<file path="src/rtl/cell_colour_map.sv">
`default_nettype none
// ============================================================================
// Module   : cell_colour_map
// Brief    : Keypad-driven per-cell colour registers feeding the VGA pixel path.
//            Define CELL_COLOUR_PALETTE_WR_EN to make the 4-entry palette writable.
// Revision : 1.0 - initial release
// ============================================================================
module cell_colour_map #(
    parameter int NUM_CELLS   = 9,
    parameter int CW          = 3,
    parameter int CODE_W      = 4,
    parameter int COL_BASE    = 10,
    parameter int TIMEOUT_CYC = 0
) (
    input  logic                    clk,
    input  logic                    rst,
    input  logic                    code_valid,
    input  logic [CODE_W-1:0]       code,
`ifdef CELL_COLOUR_PALETTE_WR_EN
    input  logic                    pal_we,
    input  logic [1:0]              pal_idx,
    input  logic [3*CW-1:0]         pal_data,
`endif
    output logic [NUM_CELLS*CW-1:0] reds,
    output logic [NUM_CELLS*CW-1:0] greens,
    output logic [NUM_CELLS*CW-1:0] blues,
    output logic [CODE_W-1:0]       sel_cell,
    output logic                    selected,
    output logic                    wr_done,
    output logic                    cmd_err
);

    localparam int          c_TMR_W = (TIMEOUT_CYC > 0) ? $clog2(TIMEOUT_CYC + 1) : 1;
    localparam logic [0:0]  c_IDLE  = 1'b0;
    localparam logic [0:0]  c_SEL   = 1'b1;
    localparam logic [CW-1:0] c_M   = {CW{1'b1}};
    localparam logic [CW-1:0] c_Z   = {CW{1'b0}};

    // Palette entries are packed {r,g,b}.
    function automatic logic [3*CW-1:0] pal_default(input logic [1:0] idx);
        case (idx)
            2'd0:    pal_default = {c_M, c_Z, c_Z};
            2'd1:    pal_default = {c_Z, c_M, c_Z};
            2'd2:    pal_default = {c_Z, c_Z, c_M};
            default: pal_default = {c_M, c_M, c_M};
        endcase
    endfunction

    logic [0:0]              r_state;
    logic [CODE_W-1:0]       r_sel;
    logic [c_TMR_W-1:0]      r_timer;
    logic                    r_wr_done;
    logic                    r_cmd_err;
    logic [NUM_CELLS*CW-1:0] r_reds;
    logic [NUM_CELLS*CW-1:0] r_greens;
    logic [NUM_CELLS*CW-1:0] r_blues;

    logic [0:0]              w_nxt_state;
    logic [CODE_W-1:0]       w_nxt_sel;
    logic [c_TMR_W-1:0]      w_nxt_timer;
    logic                    w_wr;
    logic                    w_err;
    logic                    w_clr;
    logic                    w_cell_we;
    logic                    w_is_cell;
    logic                    w_is_col;
    logic [1:0]              w_pidx;
    logic [3*CW-1:0]         w_entry;

    assign w_is_cell = (code != '0) && (code <= CODE_W'(NUM_CELLS));
    assign w_is_col  = (code >= CODE_W'(COL_BASE)) && (code <= CODE_W'(COL_BASE + 3));
    assign w_pidx    = 2'(code - CODE_W'(COL_BASE));

`ifdef CELL_COLOUR_PALETTE_WR_EN
    logic [3*CW-1:0] r_pal [4];

    // Reads see the pre-edge contents, so a same-cycle colour code uses the old entry.
    always_ff @(posedge clk) begin
        if (rst) begin
            for (int i = 0; i < 4; i++) r_pal[i] <= pal_default(2'(i));
        end else if (pal_we) begin
            r_pal[pal_idx] <= pal_data;
        end
    end

    assign w_entry = r_pal[w_pidx];
`else
    assign w_entry = pal_default(w_pidx);
`endif

    always_comb begin
        w_nxt_state = r_state;
        w_nxt_sel   = r_sel;
        w_nxt_timer = r_timer;
        w_wr        = 1'b0;
        w_err       = 1'b0;
        w_clr       = 1'b0;
        w_cell_we   = 1'b0;
        if (code_valid) begin
            if (code == '0) begin
                w_clr       = 1'b1;
                w_wr        = 1'b1;
                w_nxt_state = c_IDLE;
                w_nxt_sel   = '0;
                w_nxt_timer = '0;
            end else if (w_is_cell) begin
                w_nxt_state = c_SEL;
                w_nxt_sel   = code;
                w_nxt_timer = '0;
            end else if (w_is_col && (r_state == c_SEL)) begin
                w_cell_we   = 1'b1;
                w_wr        = 1'b1;
                w_nxt_timer = '0;
            end else begin
                w_err = 1'b1;
            end
        end else if ((TIMEOUT_CYC > 0) && (r_state == c_SEL)) begin
            // Idle cycle while selected: age the selection, drop it on expiry.
            if (r_timer == c_TMR_W'(TIMEOUT_CYC - 1)) begin
                w_nxt_state = c_IDLE;
                w_nxt_sel   = '0;
                w_nxt_timer = '0;
            end else begin
                w_nxt_timer = r_timer + 1'b1;
            end
        end
    end

    always_ff @(posedge clk) begin
        if (rst) begin
            r_state   <= c_IDLE;
            r_sel     <= '0;
            r_timer   <= '0;
            r_wr_done <= 1'b0;
            r_cmd_err <= 1'b0;
            r_reds    <= '0;
            r_greens  <= '0;
            r_blues   <= '0;
        end else begin
            r_state   <= w_nxt_state;
            r_sel     <= w_nxt_sel;
            r_timer   <= w_nxt_timer;
            r_wr_done <= w_wr;
            r_cmd_err <= w_err;
            if (w_clr) begin
                r_reds   <= '0;
                r_greens <= '0;
                r_blues  <= '0;
            end else if (w_cell_we) begin
                for (int k = 0; k < NUM_CELLS; k++) begin
                    if (r_sel == CODE_W'(k + 1)) begin
                        r_reds[k*CW +: CW]   <= w_entry[3*CW-1:2*CW];
                        r_greens[k*CW +: CW] <= w_entry[2*CW-1:CW];
                        r_blues[k*CW +: CW]  <= w_entry[CW-1:0];
                    end
                end
            end
        end
    end

    assign reds     = r_reds;
    assign greens   = r_greens;
    assign blues    = r_blues;
    assign sel_cell = r_sel;
    assign selected = (r_state == c_SEL);
    assign wr_done  = r_wr_done;
    assign cmd_err  = r_cmd_err;

endmodule
`default_nettype wire

</file>
<file path="config.mk">
export PLATFORM = sky130hd
export DESIGN_NAME = cell_colour_map
export DESIGN_NICKNAME = d
export VERILOG_FILES = /design/src/rtl/cell_colour_map.sv
export SDC_FILE = /design/constraint.sdc
export NUM_CORES = 1
export LEC_CHECK = 0
export ABC_CLOCK_PERIOD_IN_PS = 1850
export BUFFER_PORTS_ARGS = -buffer_cell sky130_fd_sc_hd__buf_2
export CORE_MARGIN = 1
export CORE_UTILIZATION = 34
export CTS_CLUSTER_SIZE = 20
export DETAILED_ROUTE_END_ITERATION = 6
export GPL_TIMING_DRIVEN = 0
export PLACE_DENSITY = 0.62
export SLEW_MARGIN = 10
export SYNTH_ARGS = -nofsm -noshare
export SYNTH_HDL_FRONTEND = slang
export SYNTH_SLANG_ARGS = --single-unit
</file>
<file path="constraint.sdc">
create_clock -name clk -period 1.85 [get_ports clk]
set_input_delay 0.2775 -clock clk [delete_from_list [all_inputs] [get_ports clk]]
set_output_delay 0.2775 -clock clk [all_outputs]
set_load 0.02 [all_outputs]
</file>
==> results.yml <==
cts:
  clockBufferDepth: 2
  cts_tree: "done"
  cts_htree_levels: 2
  clock_latency_ns: 0.29
  cts_sinks: 34
  clkTransAtPathRegs_ns: 0.06
  cts_root_buf: "clkbuf_8"
  numCtsBuffers: 5
sta:
  drv_slew: 0
  layout_min_cycle_time_ns: 1.74
  clock.fmax_mhz: 576
  finalSetupViolations: 0
  worst_slack_ns: 0.114
  period_share: 0.938
  whs_ns: 0.243
  worst_pin_slew_ns: 0.540
  worst_clock_skew_ns: 0.00424
  hold_viol: 0
  setup_tns_ns: 0
  maxSlewHeadroom: 0.640
placed_design:
  port_buffers: 94
  dp.cells: 365
  placed_area_um2: 2390
  place.gp.congestion: 0.786
  pre_cts_slack_ns: -0.524
  hpwl_mm: 3.04
hold_path:
  min_from: "rst"
  hp-class: "input pin to flip-flop"
  hold_depth: 2
critical_path:
  r2r_cells: 5
  slowest_stage: "nor3b_2"
  cp_top_family: "simple AND/OR/NAND/NOR gates"
  critical_path_depth: 8
  cp-start-kind: "input pin"
  cp-startpoint: "code[1]"
  crit_arrival_ns: 1.89
  cpPeakStageDelay_ns: 0.34
  path_class: "input pin to flip-flop"
  critPathMaxFanout: 5
  cp-end-kind: "flip-flop"
  required_ns: 2.01
  path_buf_inv: 2
  worstPathCellList: "buf_2 > inv_1 > ha_4 > nor3b_4 > a21oi_1 > nor3b_2 > nand4_1 > mux2i_1"
  r2r_start: "selected"
synth:
  ys_warn_count: 0
  synth_cell_types: 27
  ys_seq_area_frac: 0.372
  syn-num-nets: 213
  synth_top_cells_by_count: "54 x buf_4, 37 x nand2_1, 34 x dfxtp_1, 27 x mux2i_1, 6 x nor2_1"
  avgSynthCellArea_um2: 9.10
  synth_top_area_cell: "dfxtp_1"
  synth-edff-count: 0
  synth_most_common_cell: "buf_4"
  synth_seq_cells: 34
  synth_cells: 201
  ys_top_cells_by_area: "dfxtp_1 37%, buf_4 22%, mux2i_1 15%"
  synth_top_area_frac: 0.372
  synth_area_um2: 1830
  ys.flop_type: "dfxtp_1"
  synthArstFlopShare: 0
layout:
  syn2layout_area_growth_pct: 39.5
  fin_nets: 314
  drive_above_1_share: 0.556
  design_area_um2: 2550
  finish.utilization: 0.496
  diodes: 0
  layout.cells.non_filler: 372
flow_run:
  cap_violations: 0
route:
  routed_wirelength_mm: 4.12
  vias: 1589
  dr.pass1.iters: 4
  wire_per_inst_um: 11.1
  antenna_left: 0
  drt_iter0_drc: 54
  route.detailed.drc: 0
  viasPerCell: 4.27
pwr:
  power_leakage_nw: 1.58
  ir_drop_mv: 0.437
  p_total_mw: 1.57
  p_per_area_nw_per_um2: 616
grt:
  grt_usage: 0.145
  grt_remaining_overflow: 0
  grt_max_degree: 11
  grt_first_pass_wirelength_mm: 6.08
  antenna_found_initial: 0
  grt_pass1_vias: 1240
floorplan:
  die_x_um: 75.4
  core_area_um2: 5140
  start_util: 0.356
  pin_count: 95
  rows: 26
  die_h_um: 75.4
  die_area_um2: 5680
status:
  status: "finished clean"
-- worst reg2reg max path, delay by kind of cell, from the launching register on --
family,cells,cell delay (ns)
AO/OA/AOI/OAI,1,0.32
flip-flops,1,0.35
multiplexers,1,0.16
AND/OR/NAND/NOR,3,0.61
-- placed cells by master, fill, tap and decap left out --
master     count
a21boi_1       1
buf_2         94
ha_1           4
o21ai_2        2
mux2i_1       27
nand2_1       35
nand4_1        4
inv_1          2
a21oi_1        4
nand2b_1       2
a211oi_4       1
nand2_2        2
o21bai_2       1
clkbuf_2       1
and3b_1        1
nor3b_2        1
clkbuf_8       6
bufinv_16      1
nor2_1         6
nor3b_4        1
ha_4           1
nor4b_2        1
a31oi_1        2
nor3_1         3
or3b_4         1
nor3_2         1
clkbuf_1       2
buf_4         54
a211oi_1       1
and3_1         1
nand3_1        1
nor3b_1        1
dfxtp_1       34
nor2b_1        3
-- layer usage --
layer | up-vias | wire length [um] | track usage
li1 | 813 | - | -
met1 | 702 | 1990 | 0.200
met2 | 67 | 1780 | 0.216
met3 | 7 | 270 | 0.0317
met4 | 0 | 72 | 0.0679
met5 | - | 0 | 0
-- power by group --
part	total [mW]	internal [mW]	switching, mW
sequential	0.750	0.740	0.00981
combinational	0.130	0.0422	0.0876
clock	0.691	0.431	0.261
total	1.57	1.21	0.358
-- cells by family (layout without fill, tap and decap cells) --
family,after synthesis,count (layout),synth area share
mux,27,27,0.148
fa+ha+maj,5,5,0.0342
buf+inv,59,160,0.232
simple gates,64,64,0.172
flops,34,34,0.372
compound gates,12,12,0.0424
-- state kept, by name (all words and copies together) (netlist names) --
register  count
cmd_err       1
selected      1
wr_done       1
reds          9
blues         9
greens        9
sel_cell      4
-- final cells by class --
cell class / instances / area (um2)
plain buffers: 57 / 418
clock inverters: 1 / 30.0
flip-flops and latches: 34 / 681
fillers: 493 / 2590
multi-input cells: 108 / 774
well taps: 70 / 87.6
inverters: 2 / 7.51
clock buffers: 6 / 82.6
repair buffers: 94 / 470
-- worst paths after layout --
check	end	slack (ns)
worst min-delay path	sel_cell[2]	0.24
worst max register to register	blues[10]	0.29
worst min register to register	greens[13]	0.49
worst max-delay path	greens[16]	0.11
-- timing repair --
item	CTS	global route
endpoints found under the setup margin	27	21
buffers inserted	0	0
resized for setup	7	5
pin swaps	1	3
hold buffers	0	0
Power figures use the tool's default switching activity.
